[config.mk]
export PLATFORM = sky130hd
export DESIGN_NAME = sorted_trim_mean
export DESIGN_NICKNAME = d
export VERILOG_FILES = /design/src/rtl/blc_pkg.sv /design/src/rtl/sorted_trim_mean.sv
export SDC_FILE = /design/constraint.sdc
export NUM_CORES = 1
export LEC_CHECK = 0
export CORE_AREA = 2 2 410 412
export DETAILED_ROUTE_END_ITERATION = 8
export DIE_AREA = 0 0 412 414
export SLEW_MARGIN = 20
export SYNTH_ARGS = -nofsm -noshare
export SYNTH_HDL_FRONTEND = slang
export SYNTH_SLANG_ARGS = --single-unit
[constraint.sdc]
create_clock -name clk -period 28.5 [get_ports clk]
set_clock_uncertainty 0.15 [all_clocks]
set_input_delay 4.275 -clock clk [delete_from_list [all_inputs] [get_ports clk]]
set_output_delay 4.275 -clock clk [all_outputs]
set_load 0.03 [all_outputs]
[src/rtl/blc_pkg.sv]
// Shared constants and state encoding for the black-level statistics stages.
// Default geometry: 128 sorted 8-bit samples, 32 trimmed from each end.
package blc_pkg;

  localparam int BLC_DATA_WIDTH = 8;
  localparam int BLC_N          = 128;
  localparam int BLC_TRIM       = 32;

  // Kept window size and derived widths for the default geometry.
  localparam int BLC_KEEP      = BLC_N - 2 * BLC_TRIM;
  localparam int BLC_KEEP_LOG2 = $clog2(BLC_KEEP);
  localparam int BLC_ACC_W     = BLC_DATA_WIDTH + BLC_KEEP_LOG2;

  typedef enum logic [1:0] {
    IDLE = 2'd0,
    ACC  = 2'd1,
    DONE = 2'd2
  } state_t;

endpackage

[src/rtl/sorted_trim_mean.sv]
// Trimmed-mean and median estimator over one sorted sample vector.
// Captures the kept window (lanes TRIM..N-TRIM-1) plus the median lane, adds the
// kept lanes one per cycle, then divides by KEEP with a shift.
// Build option: define TRIM_MEAN_ROUND_EN for round-half-up with saturation;
// otherwise the mean is truncated.
module sorted_trim_mean
  import blc_pkg::*;
#(
  parameter int DATA_WIDTH = blc_pkg::BLC_DATA_WIDTH,
  parameter int N          = blc_pkg::BLC_N,
  parameter int TRIM       = blc_pkg::BLC_TRIM
) (
  input  logic                    clk,
  input  logic                    rst,
  input  logic [N*DATA_WIDTH-1:0] idata,
  input  logic                    ivalid,
  output logic                    busy,
  output logic [DATA_WIDTH-1:0]   mean,
  output logic [DATA_WIDTH-1:0]   median,
  output logic                    ovalid
);

  localparam int KEEP      = N - 2 * TRIM;
  localparam int KEEP_LOG2 = $clog2(KEEP);
  localparam int ACC_W     = DATA_WIDTH + KEEP_LOG2;

  state_t                  state_reg;
  state_t                  state_next;
  logic                    capture;
  logic                    accumulate;
  logic                    finish;
  logic                    last_add;

  logic [KEEP_LOG2-1:0]    cnt_reg;
  logic [ACC_W-1:0]        acc_reg;
  logic [DATA_WIDTH-1:0]   med_hold_reg;
  logic [DATA_WIDTH-1:0]   mean_reg;
  logic [DATA_WIDTH-1:0]   median_reg;
  logic                    busy_reg;
  logic                    ovalid_reg;

  logic [DATA_WIDTH-1:0]   kept_lane [KEEP];
  logic [DATA_WIDTH-1:0]   buf_reg   [KEEP];
  logic [DATA_WIDTH-1:0]   median_lane;
  logic [DATA_WIDTH-1:0]   mean_calc;

  // Only the kept window and the median lane are ever needed from the input.
  generate
    for (genvar gi = 0; gi < KEEP; gi++) begin : g_kept
      assign kept_lane[gi] = DATA_WIDTH'(idata >> ((TRIM + gi) * DATA_WIDTH));
    end
  endgenerate

  assign median_lane = DATA_WIDTH'(idata >> ((N / 2) * DATA_WIDTH));
  assign last_add    = (cnt_reg == KEEP_LOG2'(KEEP - 1));

  // Divide the final sum by KEEP.
`ifdef TRIM_MEAN_ROUND_EN
  logic [ACC_W:0]        acc_rnd;
  logic [DATA_WIDTH:0]   mean_rnd;
  assign acc_rnd   = {1'b0, acc_reg} + (ACC_W + 1)'(KEEP / 2);
  assign mean_rnd  = (DATA_WIDTH + 1)'(acc_rnd >> KEEP_LOG2);
  assign mean_calc = mean_rnd[DATA_WIDTH] ? {DATA_WIDTH{1'b1}} : mean_rnd[DATA_WIDTH-1:0];
`else
  assign mean_calc = DATA_WIDTH'(acc_reg >> KEEP_LOG2);
`endif

  // State register.
  always_ff @(posedge clk) begin
    if (rst) begin
      state_reg <= IDLE;
    end else begin
      state_reg <= state_next;
    end
  end

  // Next-state logic and datapath strobes; ivalid is only honoured in IDLE.
  always_comb begin
    state_next = state_reg;
    capture    = 1'b0;
    accumulate = 1'b0;
    finish     = 1'b0;
    case (state_reg)
      IDLE: begin
        if (ivalid) begin
          capture    = 1'b1;
          state_next = ACC;
        end
      end
      ACC: begin
        accumulate = 1'b1;
        if (last_add) begin
          state_next = DONE;
        end
      end
      DONE: begin
        finish     = 1'b1;
        state_next = IDLE;
      end
      default: state_next = IDLE;
    endcase
  end

  // Sample buffer holding the kept window; contents are don't-care after reset.
  always_ff @(posedge clk) begin
    if (capture) begin
      for (int i = 0; i < KEEP; i++) begin
        buf_reg[i] <= kept_lane[i];
      end
    end
  end

  // Accumulator, counter and registered outputs.
  always_ff @(posedge clk) begin
    if (rst) begin
      cnt_reg      <= '0;
      acc_reg      <= '0;
      med_hold_reg <= '0;
      mean_reg     <= '0;
      median_reg   <= '0;
      busy_reg     <= 1'b0;
      ovalid_reg   <= 1'b0;
    end else begin
      ovalid_reg <= 1'b0;
      if (capture) begin
        med_hold_reg <= median_lane;
        acc_reg      <= '0;
        cnt_reg      <= '0;
        busy_reg     <= 1'b1;
      end
      if (accumulate) begin
        acc_reg <= acc_reg + ACC_W'(buf_reg[cnt_reg]);
        cnt_reg <= cnt_reg + 1'b1;
      end
      if (finish) begin
        mean_reg   <= mean_calc;
        median_reg <= med_hold_reg;
        ovalid_reg <= 1'b1;
        busy_reg   <= 1'b0;
      end
    end
  end

  assign busy   = busy_reg;
  assign mean   = mean_reg;
  assign median = median_reg;
  assign ovalid = ovalid_reg;

endmodule
=== Word-level counts from Yosys, hierarchy flattened ===
Memories as Yosys holds them, arrays and structs flattened. A register that Yosys moved wholly into a read port is not among the register bits.
Index checks and enable logic that the tools add are counted.

* Add/sub/neg operators: 2
* Reductions and logical operators: 4
* Equality and inequality tests: 5
* Muxes and demuxes: 16

{| class="wikitable"
|+ Operators by type and width
! cell !! count
|-
| two-way mux 14 bit || 2
|-
| two-way mux 6 bit || 4
|-
| adder 14 x 8 -> 14 bit || 1
|-
| two-way mux 1 bit || 7
|-
| adder 6 x 1 -> 6 bit (second input constant) || 1
|-
| equality test 6 bit (second input constant) || 1
|-
| two-way mux 2 bit || 2
|-
| inequality test 2 bit (second input constant) || 2
|-
| case mux 2 bit (2 select lines) || 1
|-
| equality test 2 x 1 -> 1 bit (second input constant) || 1
|-
| equality test 2 bit (second input constant) || 1
|-
| zero test 2 bit || 1
|-
| AND reduction 2 bit || 1
|-
| nonzero test 2 bit || 1
|-
| OR reduction 2 bit || 1
|}

* Bits in registers: 48
* Bits of input ports: 1027
* Output and inout port bits: 18
* Word-level logic and storage cells: 36
* Memories: 1
* RAM bits: 512

{| class="wikitable"
|+ Memories
! memory !! words !! bits a word !! rd ports !! clocked after Yosys merged registers in !! wr ports !! RTL line !! RTL
|-
| buf_reg || 64 || 8 || 1 || 1 || 64 || sorted_trim_mean.sv:43 || <nowiki>logic [DATA_WIDTH-1:0] buf_reg [KEEP];</nowiki>
|}

=== Depth between registers and ports, before layout ===
Gate-level depths: netlist of run 1.

* Word-level depth: 6
* Depth in mapped cells: 16
* Mapped depth without buffers: 14

=== Worst setup path before layout of run 1 ===
OpenSTA, ideal clock, no wires.

* Path type: input port to flip-flop
* From: input port ivalid
* To: memory buf_reg[0][0] (netlist bit), enable pin
* Setup slack: 8.871 ns
* Stages: 3
* Arrival time: 18.403 ns
* Buffers on the path: 1
* Setup time: 1.076 ns
* Data required time: 27.274 ns
* Cell sequence: nand2_1 > inv_1 > buf_1

{| class="wikitable"
|+ RTL lines
! what !! RTL line !! RTL
|-
| start: declaration || sorted_trim_mean.sv:16 || <nowiki>input logic ivalid,</nowiki>
|-
| end: declaration || sorted_trim_mean.sv:43 ||
|}

=== Final worst setup path of run 1 ===
* From: input port ivalid
* To: register med_hold_reg[6]

* Cells in the longest elaborated chain, start to end: 2

{| class="wikitable"
|+ RTL lines
! what !! RTL line !! RTL
|-
| two-way mux 1 bit || sorted_trim_mean.sv:85 || <nowiki>if (ivalid) begin</nowiki>
|-
| two-way mux 1 bit || sorted_trim_mean.sv:83 || <nowiki>case (state_reg)</nowiki>
|-
| end signal: assignment || sorted_trim_mean.sv:126 || <nowiki>med_hold_reg <= median_lane;</nowiki>
|-
| end: declaration || sorted_trim_mean.sv:36 || <nowiki>logic [DATA_WIDTH-1:0] med_hold_reg;</nowiki>
|}

Every way passes these cells.
A chain may end at the register's enable or synchronous reset.

==> impl_metrics.ini, run 1 <==
[logic_synthesis]
syn_area_sq_um = 21500
synth_ff_type = edfxtp_1
yosys.area_share.simple_pct = 3.23
synth_cells = 1059
ys_types = 49
synthMuxAreaShare_pct = 13.7
yosys_warnings = 0
synth_compound_area_share_pct = 4.47
syn-num-nets = 2096
yosys.area_share.adder_pct = 0.617
synthXorXnorAreaFrac_pct = 0.122
syn_area_per_cell_sq_um = 20.3
synth_top_family_by_area = multiplexers
synth_seq_area_share_pct = 76.5
ys_seq_elements = 566
synth_edf_count = 512
synth_async_sr_flop_share_pct = 0

[sta]
fin_ws_ns = 21.46
min_period_ns = 7.04
fmax_ghz = 0.142
max_slew_margin_pct = 29.6
final-hold-violation-count = 0
worst_slew_pin_slew_ns = 1.06
rsz0062_at_grt = no
drv_slew = 0
fin_crit_sh_pct = 24.7
setup_viol = 0
finalSetupTns_ns = 0

[floorplanning]
dieArea_sq_um = 171000
rows = 150
core_sq_um = 166000
die_x_um = 412
ios = 1045
start_util_pct = 12.9
die_h_um = 414

[route]
wl_um = 80400
via_per_inst = 3.20
detail_route.wl_per_cell_um = 20.6
route.detailed.drc = 0
dr.pass1.iters = 5
drt_iter0_markers = 853
ant_nets = 0
vias = 12500

[place]
dp_slack_ns = 20.31
dpl_cell_area_sq_um = 29500
finalWeightedCongestion = 0.771
port_buffers = 532
dp_cells = 3761
dp.final_hpwl_um = 61600

[clock_network]
postCtsSetupRepairBufs = 0
cts_hold_buf = 0
clockBufferDepth = 3
cts.clk_slew.worst_paths_ns = 0.06
htreeDepth = 3
cts_made_buffers = 68
clk_latency_ns = 0.67
cts_tree = built
cts_resized = 0
root_buffer = clkbuf_16
cts.sinks = 566

[final_layout]
final_nets = 2665
instances_no_fill = 3894
post-route-util_pct = 19.1
largest_reg_flops = 512
area_delta_synth_final_pct = 48.0
drive_gt1_share_pct = 16.1
final_area_sq_um = 31800

[global_route]
grtUsageTotal_pct = 9.23
grt_first_pass_wirelength_um = 107000
antenna_found_initial = 42
grt_pass1_vias = 13300
grt_overflow = 0
grt_start_max_net_pins = 188

[hold_path]
min_to = med_hold_reg[4]
min_path_type = reg2reg
hp-start = med_hold_reg[4]
hold_depth = 2

[setup_path]
cpPeakStageDelay_ns = 0.73
crit_slowest_cell = buf_12
cp.arrival_ns = 7.49
r2r-end = acc_reg[13]
critPathKind = in2reg
rr_worst_depth = 13
crit_fanout = 187
crit_family = buffers and inverters
path_buf_inv = 3
cp_cell_sequence = clkdlybuf4s50_1 -> nand2_2 -> inv_8 -> buf_12 -> nand2_1 -> a21oi_1
crit_path_end_kind = flip-flop
r2r_slack_ns = 22.41
worstSetupStartpointType = primary input
crit_required_ns = 28.95

[run_status]
outcome = finished, final reports clean

[flow_run]
cap_viol_max_count = 0

[power]
power_density_nw_per_um2 = 64.3
p_leak_nw = 9.95
ir_worst_vdd_mv = 0.0473
-- how the worst max path moves through the flow --
stage	to	startpoint	slack, ns	cells past startpoint
2_1_floorplan	buf_reg[0][0]	ivalid	8.87	3
3_3_place_gp	med_hold_reg[6]	ivalid	20.30	6
3_5_place_dp	med_hold_reg[6]	ivalid	20.31	6
4_1_cts	med_hold_reg[6]	ivalid	21.09	6
5_1_grt	med_hold_reg[6]	ivalid	21.28	6
6_report	med_hold_reg[6]	ivalid	21.46	6
-- cells in the mapped netlist, types with 12 or more instances --
master      n  area [sq um]
edfxtp_1  512         15400
mux4_2    128          2880
dfxtp_1    54          1080
nand2_1    41           154
nor2_1     30           113
a21oi_1    29           145
clkbuf_1   29           109
o22ai_1    26           163
a22o_1     22           193
nor3_1     19          95.1
a22oi_1    18           135
nand3_1    12          60.1
-- area by class of cell --
type | count | area, sq um
Inverter | 7 | 33.8
Fill cell | 17900 | 134000
Sequential cell | 566 | 16500
Clock buffer | 77 | 1740
Tap cell | 2204 | 2760
Multi-Input combinational cell | 429 | 4790
Timing Repair Buffer | 556 | 5530
Antenna cell | 9 | 22.5
Clock inverter | 46 | 502
-- placed cells by master (no fill, tap or decap), types with 14 or more instances in the layout --
cell / Yosys / routed
o22ai_1: 26 / 26
nand2_1: 41 / 40
nor2_1: 30 / 29
clkinv_1: 0 / 14
edfxtp_1: 512 / 512
dfxtp_1: 54 / 50
nor3_1: 19 / 19
clkdlybuf4s50_1: 0 / 531
a22o_1: 22 / 22
a21oi_1: 29 / 28
mux4_2: 128 / 128
buf_4: 10 / 22
clkbuf_16: 0 / 68
a22oi_1: 18 / 18
-- power breakdown --
part / leakage (nW) / total [mW] / internal (mW) / switching [mW]
clock: 1.07 / 0.878 / 0.509 / 0.370
combinational: 3.54 / 0.187 / 0.105 / 0.0827
sequential: 5.34 / 0.981 / 0.964 / 0.0168
-- tightest hold or removal path: stages, from the launching register on --
cell and delay, ns:
dfxtp_1 0.30, nand2_1 0.05, a21oi_1 0.05
-- per-stage QoR --
| step | hold WS [ns] | total power, mW |
|---|---|---|
| after global placement | 0.298 | 1.19 |
| after CTS | 0.305 | 2.09 |
| after detailed placement | 0.298 | 1.19 |
| after global routing | 0.332 | 2.12 |
| after floorplan | 0.286 | 1.10 |
| final | 0.304 | 2.05 |
-- per-layer routing --
metal  wire length [um]  global-route usage [%]  vias to the layer above  part of all wire (%)
li1                   -                       -                     5587                     -
met4               2330                    3.73                       18                   2.9
met5                128                       0                        -                  0.16
met1              33900                    11.6                     6124                    42
met2              35100                    13.8                      639                    44
met3               8920                    3.98                      106                    11
-- kinds of logic (layout without fill, tap and decap cells) --
family / Yosys count / after routing
xor gates and xnor gates: 3 / 3
buffers and inverters: 64 / 686
DFF: 566 / 566
and+or+nand+nor: 142 / 142
adders and majority gates: 10 / 10
AOI/OAI and AO/OA: 140 / 140
muxes: 134 / 134
other: 0 / 9
Power figures use the tool's default switching activity.
==> run 2: changes to the inputs <==
==> constraint.sdc (replaced) <==
create_clock -name clk -period 6.8 [get_ports clk]
set_clock_uncertainty 0.15 [all_clocks]
set_input_delay 1.02 -clock clk [delete_from_list [all_inputs] [get_ports clk]]
set_output_delay 1.02 -clock clk [all_outputs]
set_load 0.03 [all_outputs]
==> impl_metrics.ini, run 2 (synthesized netlist as in run 1, its figures left out) <==
[sta]
worst_slew_pin_slew_ns = 0.941
fin_crit_sh_pct = 73.3
fmax_ghz = 0.200
finalSetupTns_ns = 0
setup_viol = 0
rsz0062_at_grt = no
min_period_ns = 4.99
final-hold-violation-count = 0
whs_ns = 0.306
max_slew_margin_pct = 36.8
drv_slew = 0

[final_layout]
largest_reg_flops = 512
layout_commonest_cell = clkdlybuf4s50_1
layout_common_cells = clkdlybuf4s50_1, edfxtp_1, mux4_2
drive_gt1_share_pct = 16.3
area_delta_synth_final_pct = 48.4
final_nets = 2677

[setup_path]
crit_fanout = 24
crit_path_end_kind = flip-flop
worstSetupStartpointType = flip-flop
cp.arrival_ns = 5.33
crit_required_ns = 7.15
critPathKind = reg2reg

[route]
ant_nets = 0
route.met2.wl_um = 35000
route.detailed.drc = 0
drt_iter0_markers = 968
dr.pass1.iters = 5
vias = 12600
detail_route.wl_per_cell_um = 20.7
top_layer = met5
via_per_inst = 3.22
wl_met3_um = 7430
wl_um = 80900
wirelength_met1_um = 36000

[power]
ir_worst_vdd_mv = 0.156
power_density_nw_per_um2 = 265
seq_power_share_pct = 48.6
p_leak_nw = 10.0
p_sw_mw = 1.89
totalPowerFinal_mw = 8.46
power_frac_clock_pct = 42.1
power_frac_comb_pct = 9.4
swShare_pct = 22.3
p_int_mw = 6.58

[place]
finalWeightedCongestion = 0.784
dp.final_hpwl_um = 63000
port_buffers = 532

[clock_network]
htreeDepth = 3
cts_tree = built
clockBufferDepth = 3
cts_made_buffers = 68
cts.clk_slew.worst_paths_ns = 0.05
postCtsSetupRepairBufs = 0
cts_hold_buf = 0
cts_resized = 0
root_buffer = clkbuf_16
clk_latency_ns = 0.64
cts.sinks = 566

[flow_run]
cap_viol_max_count = 0

[floorplanning]
core_sq_um = 166000
die_x_um = 412
die_h_um = 414
dieArea_sq_um = 171000
ios = 1045
start_util_pct = 12.9
rows = 150

[global_route]
antenna_found_initial = 35
grt_pass1_vias = 13300
grt_first_pass_wirelength_um = 107000
grt_start_max_net_pins = 125
grtUsageTotal_pct = 9.24
grt_overflow = 0

[run_status]
outcome = finished, final reports clean

[hold_path]
min_path_type = reg2reg
[run 2: changes by cell type in the layout (fill, tap and decap cells not counted), moves of 4 or more]
cell / before / now
clkbuf_16: 68 / 72
bufinv_16: 7 / 3
clkbuf_8: 0 / 4
buf_4: 22 / 28
clkinv_1: 14 / 10
buf_12: 1 / 8
[run 2: per-stage QoR]
stage	util [%]	setup WS, ns	instance area (sq um)	cells
after floorplan	-	1.52	21500	1059
after global placement	17.9	1.69	29700	3774
after detailed placement	17.9	1.72	29700	3774
after CTS	19.2	1.69	31900	3889
after global routing	19.2	1.42	31900	3892
final	19.2	1.81	31900	3898
[run 2: final timing paths]
| path | start | endpoint | slack [ns] | cells after the start |
|---|---|---|---|---|
| max | flip-flop | acc_reg[13] | 1.81 | 14 |
| max reg2reg | flip-flop | acc_reg[13] | 1.81 | 14 |
| min reg2reg | med_hold_reg[4] | med_hold_reg[4] | 0.31 | 2 |
| min | med_hold_reg[4] | med_hold_reg[4] | 0.31 | 2 |
[run 2: power by group through the flow]
stage / logic (mW) / clock network (mW) / registers [mW]
after global routing: 0.855 / 3.80 / 4.13
after detailed placement: 0.815 / 0 / 4.19
after CTS: 0.817 / 3.69 / 4.12
after floorplan: 0.326 / 0 / 4.17
after global placement: 0.809 / 0 / 4.18
final: 0.794 / 3.56 / 4.11
[run 2: layout make-up]
class | count | area (sq um)
inverters | 7 | 33.8
well taps | 2204 | 2760
flip-flops and latches | 566 | 16500
clock buffers | 88 | 1900
diodes | 9 | 22.5
repair buffers | 568 | 5690
multi-input cells | 429 | 4790
fillers | 17900 | 134000
clock inverters | 27 | 258
[run 2: worst max-delay path: stages, from the launching register on]
cell	delay, ns
dfxtp_4	0.81
buf_4	0.30
mux4_2	0.66
a22oi_1	0.57
nand2_1	0.09
a2111oi_0	0.45
a211oi_1	0.10
buf_4	0.19
ha_1	0.31
o21ai_0	0.11
o21ai_0	0.35
a21oi_1	0.22
nor3_1	0.28
xnor2_1	0.16
nor3_1	0.06
[run 2: routing by layer]
layer  up-vias  track usage (%)
met1      6242             12.1
met3       116             3.43
li1       5600                -
met2       593             13.9
met5         -                0
met4        16             3.28
